**config.mk**
```make
export PLATFORM = sky130hd
export DESIGN_NAME = countdown_timer_arbiter
export DESIGN_NICKNAME = d
export VERILOG_FILES = /design/src/rtl/countdown_timer_arbiter_pkg.sv /design/src/rtl/countdown_timer_arbiter_rr_arbiter.sv /design/src/rtl/countdown_timer_arbiter.sv
export SDC_FILE = /design/constraint.sdc
export NUM_CORES = 1
export LEC_CHECK = 0
export CAP_MARGIN = 20
export CORE_MARGIN = 3
export CORE_UTILIZATION = 46
export DETAILED_ROUTE_END_ITERATION = 6
export PLACE_DENSITY = 0.79
export SLEW_MARGIN = 20
export SYNTH_ARGS = -nofsm -noshare
export SYNTH_HDL_FRONTEND = slang
export SYNTH_SLANG_ARGS = --single-unit
```
**constraint.sdc**
```tcl
create_clock -name clk -period 2.1 [get_ports clk]
set_input_delay 0.42 -clock clk [delete_from_list [all_inputs] [get_ports clk]]
set_output_delay 0.42 -clock clk [all_outputs]
set_load 0.01 [all_outputs]
```
**src/rtl/countdown_timer_arbiter_pkg.sv**
```systemverilog
// Shared types and defaults for the round-robin countdown timer arbiter.
// The state encoding is visible here so debug tooling and the parent agree on it.
package countdown_timer_arbiter_pkg;

  localparam int NREQ_DEFAULT = 4;
  localparam int CW_DEFAULT   = 4;

  typedef enum logic [1:0] {
    ST_IDLE  = 2'd0,
    ST_LOAD  = 2'd1,
    ST_COUNT = 2'd2,
    ST_DONE  = 2'd3
  } timerState_e;

  // Index width for an n-entry one-hot; never below one bit.
  function automatic int idxWidth(input int n);
    return (n > 1) ? $clog2(n) : 1;
  endfunction

endpackage

```
**src/rtl/countdown_timer_arbiter_rr_arbiter.sv**
```systemverilog
// Combinational round-robin pick: first set request scanning upward from ptr+1, wrapping.
// The parent registers the result when it leaves IDLE.
module rr_arbiter
  import countdown_timer_arbiter_pkg::*;
#(
  parameter int NREQ = NREQ_DEFAULT,
  parameter int IW   = idxWidth(NREQ)
) (
  input  logic [NREQ-1:0] req,
  input  logic [IW-1:0]   ptr,
  output logic [NREQ-1:0] gnt
);

  logic [NREQ-1:0] hiMask;
  logic [NREQ-1:0] hiReq;
  logic            found;

  // Requests above the pointer win first; otherwise fall back to the lowest set request.
  always_comb begin
    hiMask = '0;
    for (int k = 0; k < NREQ; k++) begin
      hiMask[k] = (k > int'(ptr));
    end
    hiReq = req & hiMask;
    gnt   = '0;
    found = 1'b0;
    for (int k = 0; k < NREQ; k++) begin
      if (!found && hiReq[k]) begin
        gnt[k] = 1'b1;
        found  = 1'b1;
      end
    end
    for (int k = 0; k < NREQ; k++) begin
      if (!found && req[k]) begin
        gnt[k] = 1'b1;
        found  = 1'b1;
      end
    end
  end

endmodule

```
**src/rtl/countdown_timer_arbiter.sv**
```systemverilog
// One shared CW-bit down-counter time-multiplexed among NREQ requesters.
// Every output is a register; the FSM owns grant, done, busy, count and the rr pointer.
module countdown_timer_arbiter
  import countdown_timer_arbiter_pkg::*;
#(
  parameter int NREQ = NREQ_DEFAULT,
  parameter int CW   = CW_DEFAULT
) (
  input  logic              clk,
  input  logic              rst,
  input  logic [NREQ-1:0]   req,
  input  logic [NREQ*CW-1:0] load_val,
  input  logic              tick,
  output logic [NREQ-1:0]   grant,
  output logic [NREQ-1:0]   done,
  output logic              busy,
  output logic [CW-1:0]     count
);

  localparam int IW = idxWidth(NREQ);

  timerState_e     state_q;
  logic [IW-1:0]   ptr_q;
  logic [IW-1:0]   owner_q;
  logic [NREQ-1:0] grant_q;
  logic [NREQ-1:0] done_q;
  logic            busy_q;
  logic [CW-1:0]   count_q;

  logic [NREQ-1:0] arbGnt;
  logic [IW-1:0]   arbIdx_d;
  logic            ownerReq;
  logic [CW-1:0]   ownerLoad;

  rr_arbiter #(
    .NREQ (NREQ),
    .IW   (IW)
  ) uArb (
    .req (req),
    .ptr (ptr_q),
    .gnt (arbGnt)
  );

  always_comb begin
    arbIdx_d = '0;
    for (int k = 0; k < NREQ; k++) begin
      if (arbGnt[k]) begin
        arbIdx_d = IW'(k);
      end
    end
    ownerReq  = req[owner_q];
    ownerLoad = load_val[owner_q*CW +: CW];
  end

  // Abort (owner drops req) is checked before the zero test so it never yields a done pulse.
  always_ff @(posedge clk or posedge rst) begin
    if (rst) begin
      state_q <= ST_IDLE;
      ptr_q   <= IW'(NREQ - 1);
      owner_q <= '0;
      grant_q <= '0;
      done_q  <= '0;
      busy_q  <= 1'b0;
      count_q <= '0;
    end else begin
      done_q <= '0;
      case (state_q)
        ST_IDLE: begin
          if (|req) begin
            state_q <= ST_LOAD;
            grant_q <= arbGnt;
            owner_q <= arbIdx_d;
            busy_q  <= 1'b1;
          end
        end
        ST_LOAD: begin
          if (!ownerReq) begin
            state_q <= ST_IDLE;
            grant_q <= '0;
            busy_q  <= 1'b0;
            ptr_q   <= owner_q;
          end else begin
            count_q <= ownerLoad;
            state_q <= ST_COUNT;
          end
        end
        ST_COUNT: begin
          if (!ownerReq) begin
            state_q <= ST_IDLE;
            grant_q <= '0;
            busy_q  <= 1'b0;
            ptr_q   <= owner_q;
          end else if (count_q == '0) begin
            state_q <= ST_DONE;
            done_q  <= grant_q;
          end else if (tick) begin
            count_q <= count_q - 1'b1;
          end
        end
        ST_DONE: begin
          state_q <= ST_IDLE;
          grant_q <= '0;
          busy_q  <= 1'b0;
          ptr_q   <= owner_q;
        end
        default: begin
          state_q <= ST_IDLE;
          grant_q <= '0;
          busy_q  <= 1'b0;
        end
      endcase
    end
  end

  assign grant = grant_q;
  assign done  = done_q;
  assign busy  = busy_q;
  assign count = count_q;

endmodule

```
; Word-level counts from Yosys, hierarchy flattened
; Index checks and enable logic that the tools add are counted.
[word_totals]
word_cells = 89
ram_bits = 0
out_inout_bits = 13
latch_bits = 0
register_bits = 19
rom_bits = 0
in_bits = 23
n_memories = 0
[classes]
addsub = 1
n_reduce_logical = 25
mux = 40
n_div = 0
magnitude_cmp = 4
n_shift = 1
n_eq_ne = 10
mul = 0
bitwise = 1
[op_table]
columns = op, count
row1 = 4-bit two-way mux, 9
row2 = 1-bit two-way mux, 18
row3 = 16-bit by 5-bit indexed part select with 4-bit output, 1
row4 = 2-bit two-way mux, 7
row5 = 2-bit inequality test (second input constant), 6
row6 = 4-bit one-hot mux with 3 select lines, 1
row7 = 2-bit one-hot mux with 4 select lines, 1
row8 = 4-bit one-hot mux with 2 select lines, 1
row9 = 2-bit AND reduction, 4
row10 = 1-bit logical AND, 7
row11 = 1-bit logical NOT, 7
row12 = 5-bit AND reduction, 1
row13 = 4-bit AND, 1
row14 = 2-bit == test (second input constant), 2
row15 = 2-bit > comparator (first input constant), 2
row16 = 4-bit logical NOT, 1
row17 = 2-bit one-hot mux with 2 select lines, 1
row18 = 2-bit nonzero test, 2
row19 = 4-bit OR reduction, 1
row20 = 4-bit by 1-bit subtractor with 4-bit output (second input constant), 1
row21 = 2-bit by 3-bit less-than comparator with 1-bit output (second input constant), 1
row22 = 3-bit inequality test (second input constant), 1
row23 = 1-bit one-hot mux with 3 select lines, 1
row24 = 1-bit binary-select mux with 2-bit select, 1
row25 = 4 further kinds, 4

; Depth between registers and ports, before layout
[depth]
word_depth = 26
ltp_mapped = 6
depth_no_buf = 6

; Hierarchy
; A second synthesis with hierarchy kept.
[hier_totals]
cells_unflattened = 117
hier_area_um2 = 1226.2
[by_module_without_submodules]
columns = module, area_per_inst_um2, cells_per_inst, seq_area_each_um2, n_inst
row1 = countdown_timer_arbiter, 1128.6, 101, 478.0, 1
row2 = rr_arbiter, 97.6, 16, 0.0, 1

; Least setup slack after synthesis
; OpenSTA, ideal clock, no wires.
[synth_path]
path_type = flip-flop to flip-flop
from = reg owner_q[1]
to = reg grant_q[0], in the netlist grant[0]
synth_period_minus_slack_ps = 1670
required_ps = 2008
t_arrival_ps = 1578
stages_incl_launch_ff = 6
setup_time_ps = 92
slack_ps = 430
path_buffers = 2
path_cell_list = dfrtp_1 > buf_6 > mux4_2 > a32o_1 > buf_6 > o31ai_2
[synth_between]
elab_chain_cells = 4
[synth_lines]
columns = element, line
row1 = "start, declared", countdown_timer_arbiter.sv:24  ; logic [IW-1:0] owner_q;
row2 = "start signal, assigned", countdown_timer_arbiter.sv:72  ; owner_q <= arbIdx_d;
row3 = 1-bit binary-select mux with 2-bit select, countdown_timer_arbiter.sv:51  ; ownerReq = req[owner_q];
row4 = 1-bit two-way mux (not written as such), countdown_timer_arbiter.sv:51
row5 = 2-bit inequality test (no source line), n/a
row6 = 2-bit AND reduction (no source line), n/a
row7 = "end signal, assigned", countdown_timer_arbiter.sv:71  ; grant_q <= arbGnt;
row8 = "end, declared", countdown_timer_arbiter.sv:25  ; logic [NREQ-1:0] grant_q;
; No other way between the ends. The select of a mux whose other input is x is not followed.
; A chain may end at the register's enable or synchronous reset.

; Worst setup path in the final report
[layout_path]
from = reg owner_q[1]
to = reg grant_q[2], in the netlist grant[2]
; Same word-level chain as after synthesis.

==> results.md <==
* Antenna viol nets, final at 0
* # setup viols final at 0
* Total grt overflow at 0
* Syn Area/Cell at approximately 10 µm²
* Synth Cell Area at 1150 µm²
* Final Cycle Share at 86.0%
* Clock buffer count from CTS at 3
* Leakage Power at ~0.69 nW
* Port Buffer Count at 35
* Clk Latency, worst-skew pair at 0.30 ns
* Finished Core Util at a little over two thirds
* Nets at 190
* Vias at 1,048
* Ratio of cells with drive above 1 in the final layout at approximately an eighth
* Worst Reg-to-Reg Cells at 3
* Worst setup SP type: register
* Post_cts resized at 0
* Crit-path leading delay family: compound AO/OA/AOI/OAI gates
* CTS max path bufs at 2
* CTS root buf: clkbuf_4
* H-tree levels at 1
* Crit. End Element: register
* Chip Height at approximately 56 µm
* Rows at 17
* 1st-pass router iterations at 4
* Post-CTS Setup Repair Bufs at 0
* First-pass GRT wire length at 4.60 mm
* Internal at between 1 and 1.5 mW
* Worst-path clk slew at ~0.11 ns
* Worst min path class: input port to asynchronous set/reset pin
* Die width at roughly 56 µm
* Largest net degree at the start of global routing at 20
* CP Max Fanout at 10
* CP peak stage delay at roughly 0.56 ns
* Global placer's final weighted congestion at approximately 0.86
* Synth Instances at 113
* Sw Pwr at 858 µW
* Slew @ Worst Pin at 0.428 ns
* Post-DP HPWL at 2.25 mm
* RSZ-0062 raised after global routing: false
* Max Clk Rate at approximately 550 MHz
* Ports at 36
* Starting Density at approximately 50%
* Post-synthesis sequential area ratio at 41.6%
* CTS tree: built
* Pwr dens at about 1300 nW/µm²
* Setup Crit Path Kind: register to register
* Final Hold Viols at 0
* Critical Path Stages at 3
* Critical path's slowest cell: mux4_2
* Gr usage total at 18.7%
* Worst path arrival time at 2.01 ns
* Clk pwr share at a little under a tenth
* N_diodes at 0
* Clock Skew at between 0.009 and 0.01 ns
* Syn-to-layout area delta at 41.1%
* Status: complete, no violations
* Fin crit period at around 1.8 ns
* CP cell instances: mux4_2 -> a32o_1 -> o31ai_1
* Buffer and inverter count on the worst path at 0
* TNS Setup at 0 ns
* Final worst slack at roughly 0.29 ns
* Worst endpoint required time at 2.30 ns
* Maximum Capacitance Violations at 0
* Detailed Route Iter0 Violations at 21
* Slew headroom at a little under three quarters
* Yosys warning count at 0
* Combinational Power Share at a little under three fifths
* Syn nets at between 100 and 150
* Sequential share of power at between 30% and 40%
* Clk sinks at 19
* Synth unique cells at 29
* Total Die Area at 3130 µm²
* Fillers at 170
* Vias in the first global route at 1,024
* Total wire length at ~2.8 mm
* Yosys reg bits at 19
* DRC viols at 0
* Switching part of the total at a little over two fifths
* Final Power at about 2.0 mW
* Initial antenna violation count at 0
* Hold Buf Count CTS at 0
* Core area at 2300 µm²
* Setup WS pre-CTS at 0.00838 ns
* Peak supply drop at 895 µV
* Slew Limit Fails at 0
* Vias/cell at between 5 and 6
* Routed len/inst at ~15 µm
[tightest hold or removal path, stage by stage]
cell             delay [ns]
clkdlybuf4s50_1        0.40
inv_1                  0.05
buf_4                  0.25
[cells in the mapped netlist]
cell / instances / area [µm²]
a22oi_1: 1 / 7.51
buf_6: 2 / 22.5
mux4_1: 4 / 105
a31oi_1: 5 / 31.3
nor2_1: 7 / 26.3
dfstp_2: 2 / 52.6
nand2b_1: 3 / 18.8
nor3b_1: 1 / 7.51
a32o_1: 2 / 20.0
nand3_1: 3 / 15.0
o31ai_2: 1 / 12.5
a21boi_0: 1 / 7.51
clkbuf_1: 2 / 7.51
o21ai_0: 10 / 50.1
nor3_1: 1 / 5.00
o211ai_1: 1 / 7.51
mux4_2: 1 / 22.5
o31ai_1: 3 / 22.5
and2_2: 1 / 7.51
o221ai_1: 1 / 8.76
o311ai_0: 2 / 17.5
mux2i_1: 2 / 20.0
ha_1: 6 / 75.1
dfrtp_1: 17 / 425
a21oi_1: 9 / 45.0
and2_1: 4 / 25.0
inv_1: 8 / 30.0
nand2_1: 12 / 45.0
and3_2: 1 / 7.51
[layout by cell type, fill, tap and decap left out, drive strengths merged, types with 3 or more instances in the layout]
master | Yosys | routed
clkdlybuf4s50 | 0 | 35
dfrtp | 17 | 17
nand2 | 12 | 12
buf | 2 | 12
o21ai | 10 | 10
a21oi | 9 | 9
inv | 8 | 8
nor2 | 7 | 7
ha | 6 | 6
a31oi | 5 | 5
mux4 | 5 | 5
and2 | 5 | 5
o31ai | 4 | 4
clkbuf | 2 | 4
nand2b | 3 | 3
nand3 | 3 | 3
[power by group through the flow]
stage               Clock (mW)  Sequential (mW)  Combinational, mW
floorplan                    0            0.671              0.757
global placement             0            0.699               1.09
detailed placement           0            0.711               1.15
CTS                      0.192            0.701               1.15
global route             0.208            0.732               1.27
finish                   0.187            0.701               1.15
[kinds of logic (layout without fill, tap and decap cells)]
kind of cell | after synthesis | in the layout | synth area share (%)
compound gates | 36 | 36 | 20.0
simple gates | 33 | 33 | 13.7
fa+ha+maj | 6 | 6 | 6.54
mux | 7 | 7 | 12.9
buf+inv | 12 | 59 | 5.23
flops | 19 | 19 | 41.6
[final timing paths]
kind,startpoint,endpoint,slack [ns]
hold / removal,rst,owner_q[0],0.43
hold reg to reg,grant[3],grant[3],0.51
setup / recovery,owner_q[1],grant[2],0.29
setup reg to reg,owner_q[1],grant[2],0.29
max in group asynchronous,rst,ptr_q[1],1.41
min in group clk,grant[3],grant[3],0.51
[area by class of cell]
type | count | area [µm²] | area share (%)
multi-input combinational | 82 | 611 | 37.7
sequential | 19 | 478 | 29.5
timing repair buffer | 47 | 440 | 27.2
tap | 28 | 35.0 | 2.16
inverter | 8 | 30.0 | 1.85
clock buffer | 4 | 26.3 | 1.62
[state kept, by name (all words and copies together), names as in the netlist]
name	flops
ptr_q	2
grant	4
busy	1
owner_q	2
state_q	2
count	4
done	4
[stage by stage]
| stage | hold WS, ns | area, µm² | cells |
|---|---|---|---|
| CTS | 0.443 | 1620 | 188 |
| floorplan | 0.370 | 1150 | 113 |
| global placement | 0.469 | 1590 | 184 |
| global route | 0.449 | 1620 | 188 |
| detailed placement | 0.495 | 1590 | 184 |
| finish | 0.432 | 1620 | 188 |
[per-layer routing]
metal	global-route usage [%]	wire length, µm
met5	0	0
met3	3.25	145
met2	30.9	1420
met4	8.81	46
met1	23.6	1150
No activity file was read; power rests on OpenSTA's default activity.
